[config.mk]
export PLATFORM = sky130hd
export DESIGN_NAME = mlp_sequencer
export DESIGN_NICKNAME = d
export VERILOG_FILES = /design/src/rtl/mlp_sequencer.sv
export SDC_FILE = /design/constraint.sdc
export NUM_CORES = 2
export LEC_CHECK = 0
export CAP_MARGIN = 30
export CORE_UTILIZATION = 55
export CTS_BUF_LIST = sky130_fd_sc_hd__clkbuf_16
export DETAILED_ROUTE_END_ITERATION = 8
export PLACE_DENSITY = 0.77
export REMOVE_ABC_BUFFERS = 1
export SETUP_SLACK_MARGIN = 0.02
export SKIP_CTS_REPAIR_TIMING = 1
export SYNTH_ARGS = -nofsm -noshare
export SYNTH_HDL_FRONTEND = slang
export SYNTH_SLANG_ARGS = --single-unit
[constraint.sdc]
create_clock -name clk -period 12.5 [get_ports clk]
set_clock_uncertainty 0.15 [all_clocks]
set_input_delay 2.5 -clock clk [delete_from_list [all_inputs] [get_ports clk]]
set_output_delay 2.5 -clock clk [all_outputs]
set_load 0.005 [all_outputs]
[src/rtl/mlp_sequencer.sv]
// Two-layer MLP risk classifier: a single shared 16x16 MAC walks a synchronous
// weight ROM through a clamped-ReLU hidden layer and a linear output neuron.
module mlp_sequencer #(
  parameter int N_IN  = 6,
  parameter int N_HID = 7
) (
  input  logic               clk,
  input  logic               clear,
  input  logic               start,
  input  logic [16*N_IN-1:0] x_flat,
  output logic [5:0]         w_addr,
  input  logic [15:0]        w_data,
  output logic               busy,
  output logic               done,
  output logic [1:0]         result,
  output logic [31:0]        y_out
);
  localparam int CNT_W = $clog2(((N_IN > N_HID) ? N_IN : N_HID) + 2);
  localparam int NEU_W = $clog2(N_HID + 1);
  localparam logic [CNT_W-1:0] HID_LAST  = CNT_W'(N_IN);
  localparam logic [CNT_W-1:0] OUT_LAST  = CNT_W'(N_HID);
  localparam logic [CNT_W-1:0] OUT_DRAIN = CNT_W'(N_HID + 1);
  localparam logic [CNT_W-1:0] CNT_ONE   = CNT_W'(1);
  localparam logic [NEU_W-1:0] LAST_NEU  = NEU_W'(N_HID - 1);
  localparam logic [5:0]       OUT_BASE  = 6'(N_HID * (N_IN + 1));
  localparam logic signed [31:0] ONE_Q16 = 32'sh0001_0000;
  localparam logic signed [31:0] TH3     = 32'sh0000_999A;
  localparam logic signed [31:0] TH2     = 32'sh0000_8000;
  localparam logic signed [31:0] TH1     = 32'sh0000_6666;

  typedef enum logic [2:0] {
    S_IDLE, S_HID_MAC, S_HID_ACT, S_OUT_MAC, S_CLASSIFY, S_FINISH
  } state_t;

  state_t              r_state, w_next;
  logic [16*N_IN-1:0]  r_x;
  logic [16*N_HID-1:0] r_hid;
  logic signed [31:0]  r_acc;
  logic [5:0]          r_addr;
  logic [CNT_W-1:0]    r_cnt;
  logic [NEU_W-1:0]    r_neuron;
  logic signed [31:0]  r_y;
  logic [1:0]          r_result;

  logic [CNT_W-1:0]    w_word;
  logic signed [15:0]  w_op;
  logic signed [31:0]  w_prod;
  logic signed [31:0]  w_bias;
  logic signed [31:0]  w_hsum;
  logic [15:0]         w_hval;
  logic [1:0]          w_class;

  always_ff @(posedge clk or posedge clear) begin
    if (clear) r_state <= S_IDLE;
    else       r_state <= w_next;
  end

  always_comb begin
    w_next = r_state;
    busy   = 1'b0;
    done   = 1'b0;
    case (r_state)
      S_IDLE:     if (start) w_next = S_HID_MAC;
      S_HID_MAC: begin
        busy = 1'b1;
        if (r_cnt == HID_LAST) w_next = S_HID_ACT;
      end
      S_HID_ACT: begin
        busy   = 1'b1;
        w_next = (r_neuron == LAST_NEU) ? S_OUT_MAC : S_HID_MAC;
      end
      S_OUT_MAC: begin
        busy = 1'b1;
        if (r_cnt == OUT_DRAIN) w_next = S_CLASSIFY;
      end
      S_CLASSIFY: begin
        busy   = 1'b1;
        w_next = S_FINISH;
      end
      S_FINISH: begin
        done   = 1'b1;
        w_next = S_IDLE;
      end
      default:    w_next = S_IDLE;
    endcase
  end

  // ROM data lags the address by one cycle, so count value c consumes word c-1.
  assign w_word = r_cnt - 1'b1;

  always_comb begin
    w_op = 16'sd0;
    if (r_state == S_OUT_MAC) w_op = r_hid[16*w_word +: 16];
    else                      w_op = r_x[16*w_word +: 16];
  end

  assign w_prod = $signed(w_data) * w_op;
  assign w_bias = {{8{w_data[15]}}, w_data, 8'h00};
  assign w_hsum = r_acc + w_bias;

  always_comb begin
    w_hval = w_hsum[23:8];
    if (w_hsum[31])            w_hval = 16'h0000;
    else if (w_hsum > ONE_Q16) w_hval = 16'h0100;
  end

  always_comb begin
    w_class = 2'd0;
    if (r_acc > TH3)      w_class = 2'd3;
    else if (r_acc > TH2) w_class = 2'd2;
    else if (r_acc > TH1) w_class = 2'd1;
  end

  always_ff @(posedge clk or posedge clear) begin
    if (clear) begin
      r_x      <= '0;
      r_hid    <= '0;
      r_acc    <= '0;
      r_addr   <= '0;
      r_cnt    <= '0;
      r_neuron <= '0;
      r_y      <= '0;
      r_result <= '0;
    end else begin
      case (r_state)
        S_IDLE: if (start) begin
          r_x      <= x_flat;
          r_addr   <= '0;
          r_cnt    <= '0;
          r_neuron <= '0;
        end
        S_HID_MAC: begin
          r_cnt <= r_cnt + 1'b1;
          if (r_cnt != HID_LAST) r_addr <= r_addr + 1'b1;
          if (r_cnt == CNT_ONE)  r_acc  <= w_prod;
          else if (r_cnt != '0)  r_acc  <= r_acc + w_prod;
        end
        S_HID_ACT: begin
          r_hid[16*r_neuron +: 16] <= w_hval;
          r_cnt    <= '0;
          r_neuron <= r_neuron + 1'b1;
          r_addr   <= (r_neuron == LAST_NEU) ? OUT_BASE : r_addr + 1'b1;
        end
        S_OUT_MAC: begin
          r_cnt <= r_cnt + 1'b1;
          if (r_cnt < OUT_LAST)        r_addr <= r_addr + 1'b1;
          if (r_cnt == CNT_ONE)        r_acc  <= w_prod;
          else if (r_cnt == OUT_DRAIN) r_acc  <= r_acc + w_bias;
          else if (r_cnt != '0)        r_acc  <= r_acc + w_prod;
        end
        S_CLASSIFY: begin
          r_y      <= r_acc;
          r_result <= w_class;
        end
        S_FINISH: r_addr <= '0;
        default: ;
      endcase
    end
  end

  assign w_addr = r_addr;
  assign result = r_result;
  assign y_out  = r_y;

endmodule

==> run summary <==
Status = finished with violations
Failing checks = DRC
Yosys top cell by area = dfrtp_1
Worst Hold End = y_out[22]$_DFFE_PP0P_
Grt met1 use = 43.9%
Inserted Clock Buffers = 35
GRT met3 Usage = 5.09%
CP top delay family = adder cells
Hold Vio Cnt, Final = 0
Critical path's largest stage delay = 0.82 ns
Slew Limit Fails = 0
Drt total wl = 73200 um
Hold Crit Class = reg -> reg
Register Area = 7260 um^2
First-pass GRT wire length = 119000 um
H-tree levels = 2
Share of post-route cells with drive strength above 1 = 10.2%
Via count = 20.7k
Grt total ovfl = 0
Seq/Total Area, Yosys = 27.7%
Count of final setup violators = 0
Area of the core = 46800 um^2
Hold wc startpoint = y_out[22]$_DFFE_PP0P_
First drt pass iteration count = 9
Starting Density = 56.0%
Port Buffer Count = 156
R2r worst-path depth = 40
Worst Path Class, Setup = reg -> reg
Synth area leaders = dfrtp_1 28%, fa_1 20%, ha_1 7.1%
Routed length per instance = 21.3 um
Worst-margin pin slew = 1.09 ns
Worst R2R Start = r_state[0]$_DFFE_PP0P_
Worst slew margin = 27.3%
Maxcap violations = 0
Syn_area_per_cell = 9.80 um^2
# DRC = 6
Initial antenna violation count = 1
Flop2flop setup slack = 1.12 ns
CP Capture Type = flip-flop
I/O pin count = 157
WHS = 0.321 ns
Crit path buf inv count = 7
CTS Root Cell = clkbuf_16
Reg2reg end = r_acc[30]$_DFFE_PP0N_
CP max FO = 13
Final Core Density = 63.5%
Most frequent cells in the layout = 371 x inv_1, 349 x nand2_1, 290 x dfrtp_1
Worst endpoint data arrival time = 11.67 ns
Cell repeated most along the worst path = fa_1
Total GRT Usage = 31.9%
Post-synth EDFFs = 0
RSZ-0062 raised after global routing = false
Fin crit share = 91.0%
Row Count = 79
Hold Crit Depth = 2
Post-Synthesis Cell Area = 26200 um^2
Gr busiest metal = met2
Clock latency on the worst-skew pair = 0.57 ns
Final ANT Viol Nets = 0
Vias per inst = 6.02
Most common cell after layout, fill and taps aside = inv_1
Largest net degree at the start of global routing = 199
CP max-delay cell = a211oi_2
Area of the multi-input gates = 17200 um^2
Critical Path RT = 12.79 ns
Top-area cell type share of the netlist area = 27.7%
Synthesized flop and latch total = 290
P&R area growth vs syn = 13.3%
Post-synth cell types = 80
HPWL after DPL = 54700 um
Crit start category = flip-flop
CTS tree = yes
Worst-path clk slew = 0.06 ns
# fillers = 3734
Clock sink count = 290
Vias in the first global route = 21.5k
Die height = 220 um
Synth Warn # = 0
Maximum buffer depth of the clock tree = 3
Die Wd = 220 um
Final GP Congestion = 0.967
DIE AREA = 48500 um^2
Min Tclk post-route = 11.38 ns
FFs w/ async S/R, synth = 100%
Post-Synthesis Cells = 2672
FMAX = 87.9 MHz
Met2 usage = 51.7%
DRT iter0 DRCs = 1657
Nets@finish = 3330
Dominant synthesized flop cell = dfrtp_1
-- flip-flops by register name, summed over array words and instances (netlist names) --
name	cells
r_neuron	3
r_hid	112
r_x	96
r_cnt	4
r_state	3
y_out	32
w_addr	6
result	2
r_acc	32
-- synth_stat cells, types with 40 or more instances --
cell      count
a211oi_1     47
a21o_1       40
a21oi_1     101
and2_1      193
clkbuf_1    100
dfrtp_1     290
fa_1        265
ha_1        148
inv_1       365
mux2_2       96
mux4_2       48
nand2_1     349
nor2_1       92
o21ai_0     105
xnor2_1      61
-- final cells by class --
class	instances	share of cell area (%)
diodes	3	0.0253
clock buffers	35	2.95
clock inverters	24	0.620
inverters	366	4.66
multi-input cells	1901	57.9
flip-flops and latches	290	24.5
well taps	607	2.56
repair buffers	208	6.86
-- per-layer routing --
layer  up-vias  share of wire (%)
li1       9161                  -
met1     10450                 42
met2       878                 48
met3       178                7.3
met4         2                3.3
met5         -              0.018
-- through the flow --
stage | instance area, um^2 | setup WS [ns] | setup TNS, ns | cells
after global routing | 29700 | 0.507 | 0 | 3431
after detailed placement | 28600 | 1.02 | 0 | 3371
after floorplan | 25700 | -1.22 | -119.52 | 2557
final | 29700 | 1.12 | 0 | 3434
after global placement | 28500 | 1.12 | 0 | 3364
after CTS | 29600 | 1.17 | 0 | 3430
-- worst max-delay path by stage --
stage,from,depth (start not counted),to
2_1_floorplan,start,2,r_x[0]$_DFFE_PP0P_
3_3_place_gp,w_data[0],32,r_acc[30]$_DFFE_PP0N_
3_5_place_dp,w_data[0],32,r_acc[30]$_DFFE_PP0N_
4_1_cts,r_state[0]$_DFFE_PP0P_,38,r_acc[30]$_DFFE_PP0N_
5_1_grt,r_state[0]$_DFFE_PP0P_,38,r_acc[31]$_DFFE_PP0N_
6_report,r_state[0]$_DFFE_PP0P_,40,r_acc[30]$_DFFE_PP0N_
-- worst reg2reg max path: cells and delay by family, from the launching register on --
kind	cells	cell delay, ns
adders and majority gates	8	3.86
and+or+nand+nor	9	1.95
DFF	1	0.58
xor gates and xnor gates	1	0.11
AOI/OAI and AO/OA	14	3.26
buffers and inverters	7	1.22
muxes	1	0.14
-- cells by family (layout without fill, tap and decap cells) --
logic type               after synthesis  count (layout)  synth area share, %
AO/OA/AOI/OAI                        476             476                 12.3
XOR/XNOR                              82              82                 2.74
adder cells (fa/ha/maj)              413             413                 27.3
buffers and inverters                481             633                 6.98
flip-flops                           290             290                 27.7
multiplexers                         149             149                 8.44
other                                  0               3                    0
AND/OR/NAND/NOR                      781             781                 14.5
Power is not shown: default switching activity piles up to over one toggle a cycle in this logic, so the estimate is an artifact.
